**src/rtl/decode_stage_pkg.sv**
```systemverilog
// Shared decode types: opcodes, ID/EX bundle, decode controls.
// Opcode-to-control table lives here so every stage agrees on it.
package decode_stage_pkg;

    localparam int D_SIZE_DEF = 32;

    typedef enum logic [5:0] {
        OP_ADD  = 6'h00,
        OP_ADDI = 6'h01,
        OP_SUB  = 6'h02,
        OP_SUBI = 6'h03,
        OP_MUL  = 6'h04,
        OP_MULI = 6'h05,
        OP_OR   = 6'h06,
        OP_ORI  = 6'h07,
        OP_AND  = 6'h08,
        OP_ANDI = 6'h09,
        OP_XOR  = 6'h0A,
        OP_XORI = 6'h0B,
        OP_LDW  = 6'h0C,
        OP_STW  = 6'h0D,
        OP_BZ   = 6'h0E,
        OP_BEQ  = 6'h0F,
        OP_JR   = 6'h10,
        OP_HALT = 6'h11
    } opcode_e;

    typedef struct packed {
        logic branch;
        logic mem_read;
        logic mem_to_reg;
        logic mem_write;
        logic use_rs;
        logic use_rt;
        logic rd_is_rd;
        logic rd_is_rt;
        logic imm_en;
    } dec_t;

    typedef struct packed {
        logic        valid;
        logic [5:0]  opcode;
        logic        branch;
        logic        mem_read;
        logic        mem_to_reg;
        logic        mem_write;
        logic [31:0] pc4;
    } id_ex_t;

    // halt and undefined opcodes fall through to all-zero controls
    function automatic dec_t decode(input logic [5:0] op);
        dec_t d;
        d = '0;
        unique case (1'b1)
            (op < 6'h0C) && !op[0]: begin
                d.use_rs     = 1'b1;
                d.use_rt     = 1'b1;
                d.rd_is_rd   = 1'b1;
                d.mem_to_reg = 1'b1;
            end
            (op < 6'h0C) && op[0]: begin
                d.use_rs     = 1'b1;
                d.rd_is_rt   = 1'b1;
                d.imm_en     = 1'b1;
                d.mem_to_reg = 1'b1;
            end
            (op == OP_LDW): begin
                d.use_rs     = 1'b1;
                d.rd_is_rt   = 1'b1;
                d.imm_en     = 1'b1;
                d.mem_read   = 1'b1;
                d.mem_to_reg = 1'b1;
            end
            (op == OP_STW): begin
                d.use_rs    = 1'b1;
                d.use_rt    = 1'b1;
                d.imm_en    = 1'b1;
                d.mem_write = 1'b1;
            end
            (op == OP_BZ) || (op == OP_JR): begin
                d.use_rs = 1'b1;
                d.imm_en = 1'b1;
                d.branch = 1'b1;
            end
            (op == OP_BEQ): begin
                d.use_rs = 1'b1;
                d.use_rt = 1'b1;
                d.imm_en = 1'b1;
                d.branch = 1'b1;
            end
            default: d = '0;
        endcase
        return d;
    endfunction

endpackage

```
**src/rtl/decode_stage_regfile.sv**
```systemverilog
// Register file: 2 async read ports, 1 write port, write-through.
// R[0] is hardwired to zero and drops writes.
module regfile
    import decode_stage_pkg::*;
#(
    parameter int D_SIZE = D_SIZE_DEF,
    parameter int NREG   = 32,
    localparam int AW    = $clog2(NREG)
) (
    input  logic              clk,
    input  logic              reset,
    input  logic [AW-1:0]     i_ra0,
    input  logic [AW-1:0]     i_ra1,
    output logic [D_SIZE-1:0] o_rd0,
    output logic [D_SIZE-1:0] o_rd1,
    input  logic              i_we,
    input  logic [AW-1:0]     i_wa,
    input  logic [D_SIZE-1:0] i_wd
);

    logic [D_SIZE-1:0] r_mem [NREG];
    logic              w_hit0;
    logic              w_hit1;

    assign w_hit0 = i_we && (i_wa == i_ra0);
    assign w_hit1 = i_we && (i_wa == i_ra1);

    // reads see a same-cycle write so WB->ID needs no extra cycle
    always_comb begin
        o_rd0 = r_mem[i_ra0];
        o_rd1 = r_mem[i_ra1];
        if (w_hit0) o_rd0 = i_wd;
        if (w_hit1) o_rd1 = i_wd;
        if (i_ra0 == '0) o_rd0 = '0;
        if (i_ra1 == '0) o_rd1 = '0;
    end

    // write port; whole array clears on reset
    always_ff @(posedge clk or negedge reset) begin
        if (!reset) begin
            for (int i = 0; i < NREG; i++) r_mem[i] <= '0;
        end else if (i_we && (i_wa != '0)) begin
            r_mem[i_wa] <= i_wd;
        end
    end

endmodule

```
**src/rtl/decode_stage.sv**
```systemverilog
// Instruction decode stage: regfile read, load-use stall,
// flush/halt handling and the registered ID/EX bundle.
module decode_stage
    import decode_stage_pkg::*;
#(
    parameter int D_SIZE = D_SIZE_DEF,
    parameter int NREG   = 32,
    localparam int AW    = $clog2(NREG)
) (
    input  logic              clk,
    input  logic              reset,
    input  logic              if_valid,
    input  logic [31:0]       inst,
    input  logic [31:0]       pc4_in,
    input  logic              wb_we,
    input  logic [AW-1:0]     wb_addr,
    input  logic [D_SIZE-1:0] wb_data,
    input  logic              flush,
    output logic              stall_if,
    output logic              halted,
    output logic              ex_valid,
    output logic [5:0]        ex_opcode,
    output logic [D_SIZE-1:0] ex_rs_val,
    output logic [D_SIZE-1:0] ex_rt_val,
    output logic [AW-1:0]     ex_rd,
    output logic [D_SIZE-1:0] ex_imm,
    output logic [31:0]       ex_pc4,
    output logic              ex_branch,
    output logic              ex_mem_read,
    output logic              ex_mem_to_reg,
    output logic              ex_mem_write
);

    id_ex_t            r_ex;
    logic [D_SIZE-1:0] r_rs_val;
    logic [D_SIZE-1:0] r_rt_val;
    logic [AW-1:0]     r_rd;
    logic [D_SIZE-1:0] r_imm;
    logic              r_halted;

    id_ex_t            w_ex;
    logic [D_SIZE-1:0] w_rs_val;
    logic [D_SIZE-1:0] w_rt_val;
    logic [AW-1:0]     w_rd;
    logic [D_SIZE-1:0] w_imm;

    logic [5:0]        w_op;
    logic [AW-1:0]     w_rs;
    logic [AW-1:0]     w_rt;
    logic [AW-1:0]     w_rdf;
    logic [D_SIZE-1:0] w_sext;
    logic [D_SIZE-1:0] w_rd0;
    logic [D_SIZE-1:0] w_rd1;
    dec_t              w_dec;
    logic              w_hazard;
    logic              w_issue;

    assign w_op   = inst[31:26];
    assign w_rs   = AW'(inst[25:21]);
    assign w_rt   = AW'(inst[20:16]);
    assign w_rdf  = AW'(inst[15:11]);
    assign w_sext = {{(D_SIZE-16){inst[15]}}, inst[15:0]};
    assign w_dec  = decode(w_op);

    regfile #(
        .D_SIZE (D_SIZE),
        .NREG   (NREG)
    ) u_rf (
        .clk   (clk),
        .reset (reset),
        .i_ra0 (w_rs),
        .i_ra1 (w_rt),
        .o_rd0 (w_rd0),
        .o_rd1 (w_rd1),
        .i_we  (wb_we),
        .i_wa  (wb_addr),
        .i_wd  (wb_data)
    );

    // load in EX feeding a source actually read here
    assign w_hazard = if_valid && !r_halted
                   && r_ex.valid && r_ex.mem_read
                   && (r_rd != '0)
                   && ((w_dec.use_rs && (w_rs == r_rd))
                    || (w_dec.use_rt && (w_rt == r_rd)));

    assign w_issue  = if_valid && !r_halted && !flush && !w_hazard;
    assign stall_if = r_halted || (w_hazard && !flush);

    // next ID/EX content: decoded instruction or an all-zero bubble
    always_comb begin
        w_ex     = '0;
        w_rs_val = '0;
        w_rt_val = '0;
        w_rd     = '0;
        w_imm    = '0;
        if (w_issue) begin
            w_ex.valid      = 1'b1;
            w_ex.opcode     = w_op;
            w_ex.branch     = w_dec.branch;
            w_ex.mem_read   = w_dec.mem_read;
            w_ex.mem_to_reg = w_dec.mem_to_reg;
            w_ex.mem_write  = w_dec.mem_write;
            w_ex.pc4        = pc4_in;
            if (w_dec.use_rs)   w_rs_val = w_rd0;
            if (w_dec.use_rt)   w_rt_val = w_rd1;
            if (w_dec.rd_is_rd) w_rd     = w_rdf;
            if (w_dec.rd_is_rt) w_rd     = w_rt;
            if (w_dec.imm_en)   w_imm    = w_sext;
        end
    end

    // ID/EX pipeline register and sticky halt flag
    always_ff @(posedge clk or negedge reset) begin
        if (!reset) begin
            r_ex     <= '0;
            r_rs_val <= '0;
            r_rt_val <= '0;
            r_rd     <= '0;
            r_imm    <= '0;
            r_halted <= 1'b0;
        end else begin
            r_ex     <= w_ex;
            r_rs_val <= w_rs_val;
            r_rt_val <= w_rt_val;
            r_rd     <= w_rd;
            r_imm    <= w_imm;
            r_halted <= r_halted || (w_issue && (w_op == OP_HALT));
        end
    end

    assign halted        = r_halted;
    assign ex_valid      = r_ex.valid;
    assign ex_opcode     = r_ex.opcode;
    assign ex_rs_val     = r_rs_val;
    assign ex_rt_val     = r_rt_val;
    assign ex_rd         = r_rd;
    assign ex_imm        = r_imm;
    assign ex_pc4        = r_ex.pc4;
    assign ex_branch     = r_ex.branch;
    assign ex_mem_read   = r_ex.mem_read;
    assign ex_mem_to_reg = r_ex.mem_to_reg;
    assign ex_mem_write  = r_ex.mem_write;

endmodule

```
**config.mk**
```make
export PLATFORM = sky130hd
export DESIGN_NAME = decode_stage
export DESIGN_NICKNAME = d
export VERILOG_FILES = /design/src/rtl/decode_stage_pkg.sv /design/src/rtl/decode_stage_regfile.sv /design/src/rtl/decode_stage.sv
export SDC_FILE = /design/constraint.sdc
export NUM_CORES = 2
export LEC_CHECK = 0
export CAP_MARGIN = 40
export CORE_UTILIZATION = 35
export DETAILED_ROUTE_END_ITERATION = 6
export DONT_BUFFER_PORTS = 1
export GPL_TIMING_DRIVEN = 0
export PLACE_DENSITY = 0.48
export SETUP_SLACK_MARGIN = 0.1
export SYNTH_ARGS = -nofsm -noshare
export SYNTH_HDL_FRONTEND = slang
export SYNTH_SLANG_ARGS = --single-unit
```
**constraint.sdc**
```tcl
create_clock -name clk -period 2.6 [get_ports clk]
set_clock_uncertainty 0.1 [all_clocks]
set_input_delay 0.52 -clock clk [delete_from_list [all_inputs] [get_ports clk]]
set_output_delay 0.52 -clock clk [all_outputs]
set_load 0.01 [all_outputs]
```
==> qor.yml <==
run_status: "finished with violations"
violations: "DRC, setup timing"
via_count: 44624
crit_path_start: "ex_rd[1]$_DFF_PN0_"
grtUsageTotal: 0.357
startpoint_type: "register"
rr_worst_depth: 13
worst_pin_slew_ns: 1.04
area_delta_synth_final_pct: 22.1
initial_core_util: 0.354
routed_wl_um: 307000
fp.dieH_um: 414
gp_congestion: 0.984
fp-row-count: 150
worstReg2RegStart: "ex_rd[1]$_DFF_PN0_"
die_w_um: 414
vias_per_cell: 6.59
seq_area_sq_um: 28900
largest_reg_flops: 1024
setup_viol: 202
endpoint: "stall_if"
r2r_setup_slack_ns: -0.41
dieArea_sq_um: 171000
port-buffer-count: 0
utilization: 0.432
hold_start: "inst[30]"
crit_type: "register to output pin"
yosysSeqAreaShare: 0.486
hold_path.class: "input pin to register"
clk_path_buf_depth: 3
ys_warn_count: 0
drc: 1
final_antenna_net_count: 0
reg2reg_to: "ex_rs_val[18]$_DFF_PN0_"
rsz0062_at_grt: "true"
placed_cells: 6371
crit_path_end_kind: "output pin"
layout_setup_ws_ns: -0.529
ys_ff_latch: 1153
final_cell_count_no_fill: 6773
cts_sinks: 1153
p_per_area_nw_per_um2: 765
maxSlewHeadroom: 0.304
p_leak_nw: 31.3
cts_tree: "built"
syn-num-nets: 4125
async_reset_ff_frac: 1.00
synth-edff-count: 0
drv_slew: 0
finalCritPeriodShare: 1.20
grt_overflow: 0
clkSlewWorstSetupHoldPaths_ns: 0.06
multi_input_area_sq_um: 29200
coreArea_sq_um: 168000
cp.arrival_ns: 2.51
crit_path_max_fanout: 4
synth_cell_types: 61
syn_inst: 4019
post-dp-hpwl_um: 211000
avgSynthCellArea_sq_um: 14.8
clk-insertion-delay-late_ns: 0.84
largest_register: "u_rf.r_mem"
wire_per_inst_um: 45.3
cts_root_buf: "clkbuf_16"
critPathRequiredTime_ns: 1.98
drive_above_1_share: 0.497
hold_viol: 0
first_iter_violations: 6443
layout_min_cycle_time_ns: 3.13
max_freq_mhz: 320
firstDrtPassIters: 6
fillers: 15325
h-tree-depth: 4
drv_cap: 0
ys.flop_type: "dfrtp_1"
numCtsBuffers: 139
antenna_found_initial: 30
grt_pass1_vias: 43360
io-pin-count: 252
layout.nets: 4551
grt_start_max_net_pins: 235
ir_drop_mv: 0.511
grt_pass1_wl_um: 405000
syn_area_sq_um: 59400
==> per-layer routing <==
| metal | vias to the layer above | routed length (um) | GRT usage |
|---|---|---|---|
| met4 | 8 | 24500 | 0.244 |
| li1 | 16303 | - | - |
| met3 | 901 | 34000 | 0.115 |
| met5 | - | 62 | 0 |
| met1 | 24231 | 116000 | 0.452 |
| met2 | 3181 | 132000 | 0.520 |
==> placed cells by master (no fill, tap or decap), types with 34 or more instances in the layout <==
cell / count
dfrtp_1: 1150
mux2_2: 1010
mux4_2: 473
clkbuf_1: 215
mux2i_1: 177
clkbuf_16: 146
buf_6: 99
dlygate4sd3_1: 92
buf_8: 90
nand2_1: 76
buf_4: 76
nor2_1: 66
clkbuf_2: 56
a21oi_1: 52
o22ai_1: 45
and2_1: 44
nor2b_1: 41
buf_12: 39
buf_1: 36
clkbuf_8: 34
a221oi_1: 34
==> through the flow <==
step           hold WS [ns]  TNS [ns]  setup WS (ns)  area (sq um)  power [mW]
4_1_cts              -0.737    -15.37         -0.576         72300        55.3
3_3_place_gp          0.289   -928.52          -3.62         62300        33.3
6_report             0.0539    -27.36         -0.529         72500        55.5
3_5_place_dp          0.125   -811.15          -2.70         64500        34.1
2_1_floorplan         0.124         0         0.0536         59500        29.9
5_1_grt              0.0602   -101.25         -0.609         72500        57.1
==> cells in the mapped netlist (all sizes together), types with 34 or more instances <==
master / count / share of area
mux4: 473 / 0.18
mux2: 1010 / 0.19
a221oi: 38 / 0.0056
mux2i: 181 / 0.030
nand2: 80 / 0.0051
a21oi: 55 / 0.0046
and2: 57 / 0.0060
o22ai: 46 / 0.0048
nor2: 87 / 0.0055
clkbuf: 266 / 0.017
dfrtp: 1153 / 0.49
o21ai: 35 / 0.0029
buf: 196 / 0.018
nor2b: 43 / 0.0045
a22o: 34 / 0.0050
==> kinds of logic (layout without fill, tap and decap cells) <==
group           count (synthesis)  after routing  share of synthesized area
flops                        1153           1153                      0.486
buf+inv                       468           1006                     0.0355
mux                          1664           1664                      0.401
simple gates                  353            353                     0.0298
xor+xnor                       20             20                    0.00295
compound gates                361            361                     0.0448
other cells                     0             12                          0
==> repair_timing <==
item                       in CTS  in global routing
setup buffers                  32                  6
hold buffers                   90                  2
pin swaps                      43                  8
gates cloned                    7                  1
gates resized for setup       387                 38
hold endpoints to repair      345                186
setup endpoints to repair     311                365
==> where the power goes <==
group | leakage (nW) | switching (mW) | internal (mW)
sequential | 14.9 | 2.32 | 21.0
clock | 2.35 | 8.69 | 12.2
combinational | 14.0 | 5.35 | 5.99
==> worst max-delay path, cell delays in order, from the launching register on <==
cell and delay [ns]:
dfrtp_2 0.49, or4_4 0.57, o21ai_4 0.21, nor4_4 0.06
nor2_2 0.17, buf_6 0.13, o21ai_4 0.06
==> cell type report <==
class | count | area share
Tap cell | 2204 | 0.0380
Buffer | 461 | 0.0406
Timing Repair Buffer | 286 | 0.0540
Sequential cell | 1153 | 0.398
Antenna cell | 12 | 0.000414
Clock buffer | 193 | 0.0549
Multi-Input combinational cell | 2398 | 0.403
Clock inverter | 60 | 0.0111
Inverter | 6 | 0.000328
==> worst min-delay path by stage <==
stage | endpoint | slack, ns | depth (start not counted)
6_report | ex_imm[0]$_DFF_PN0_ | 0.05 | 3
5_1_grt | ex_imm[1]$_DFF_PN0_ | 0.06 | 3
4_1_cts | ex_rt_val[19]$_DFF_PN0_ | -0.74 | 0
3_5_place_dp | ex_rt_val[19]$_DFF_PN0_ | 0.13 | 0
3_3_place_gp | ex_rt_val[19]$_DFF_PN0_ | 0.29 | 0
2_1_floorplan | ex_branch$_DFF_PN0_ | 0.12 | 0
(Power assumes the default switching activity.)
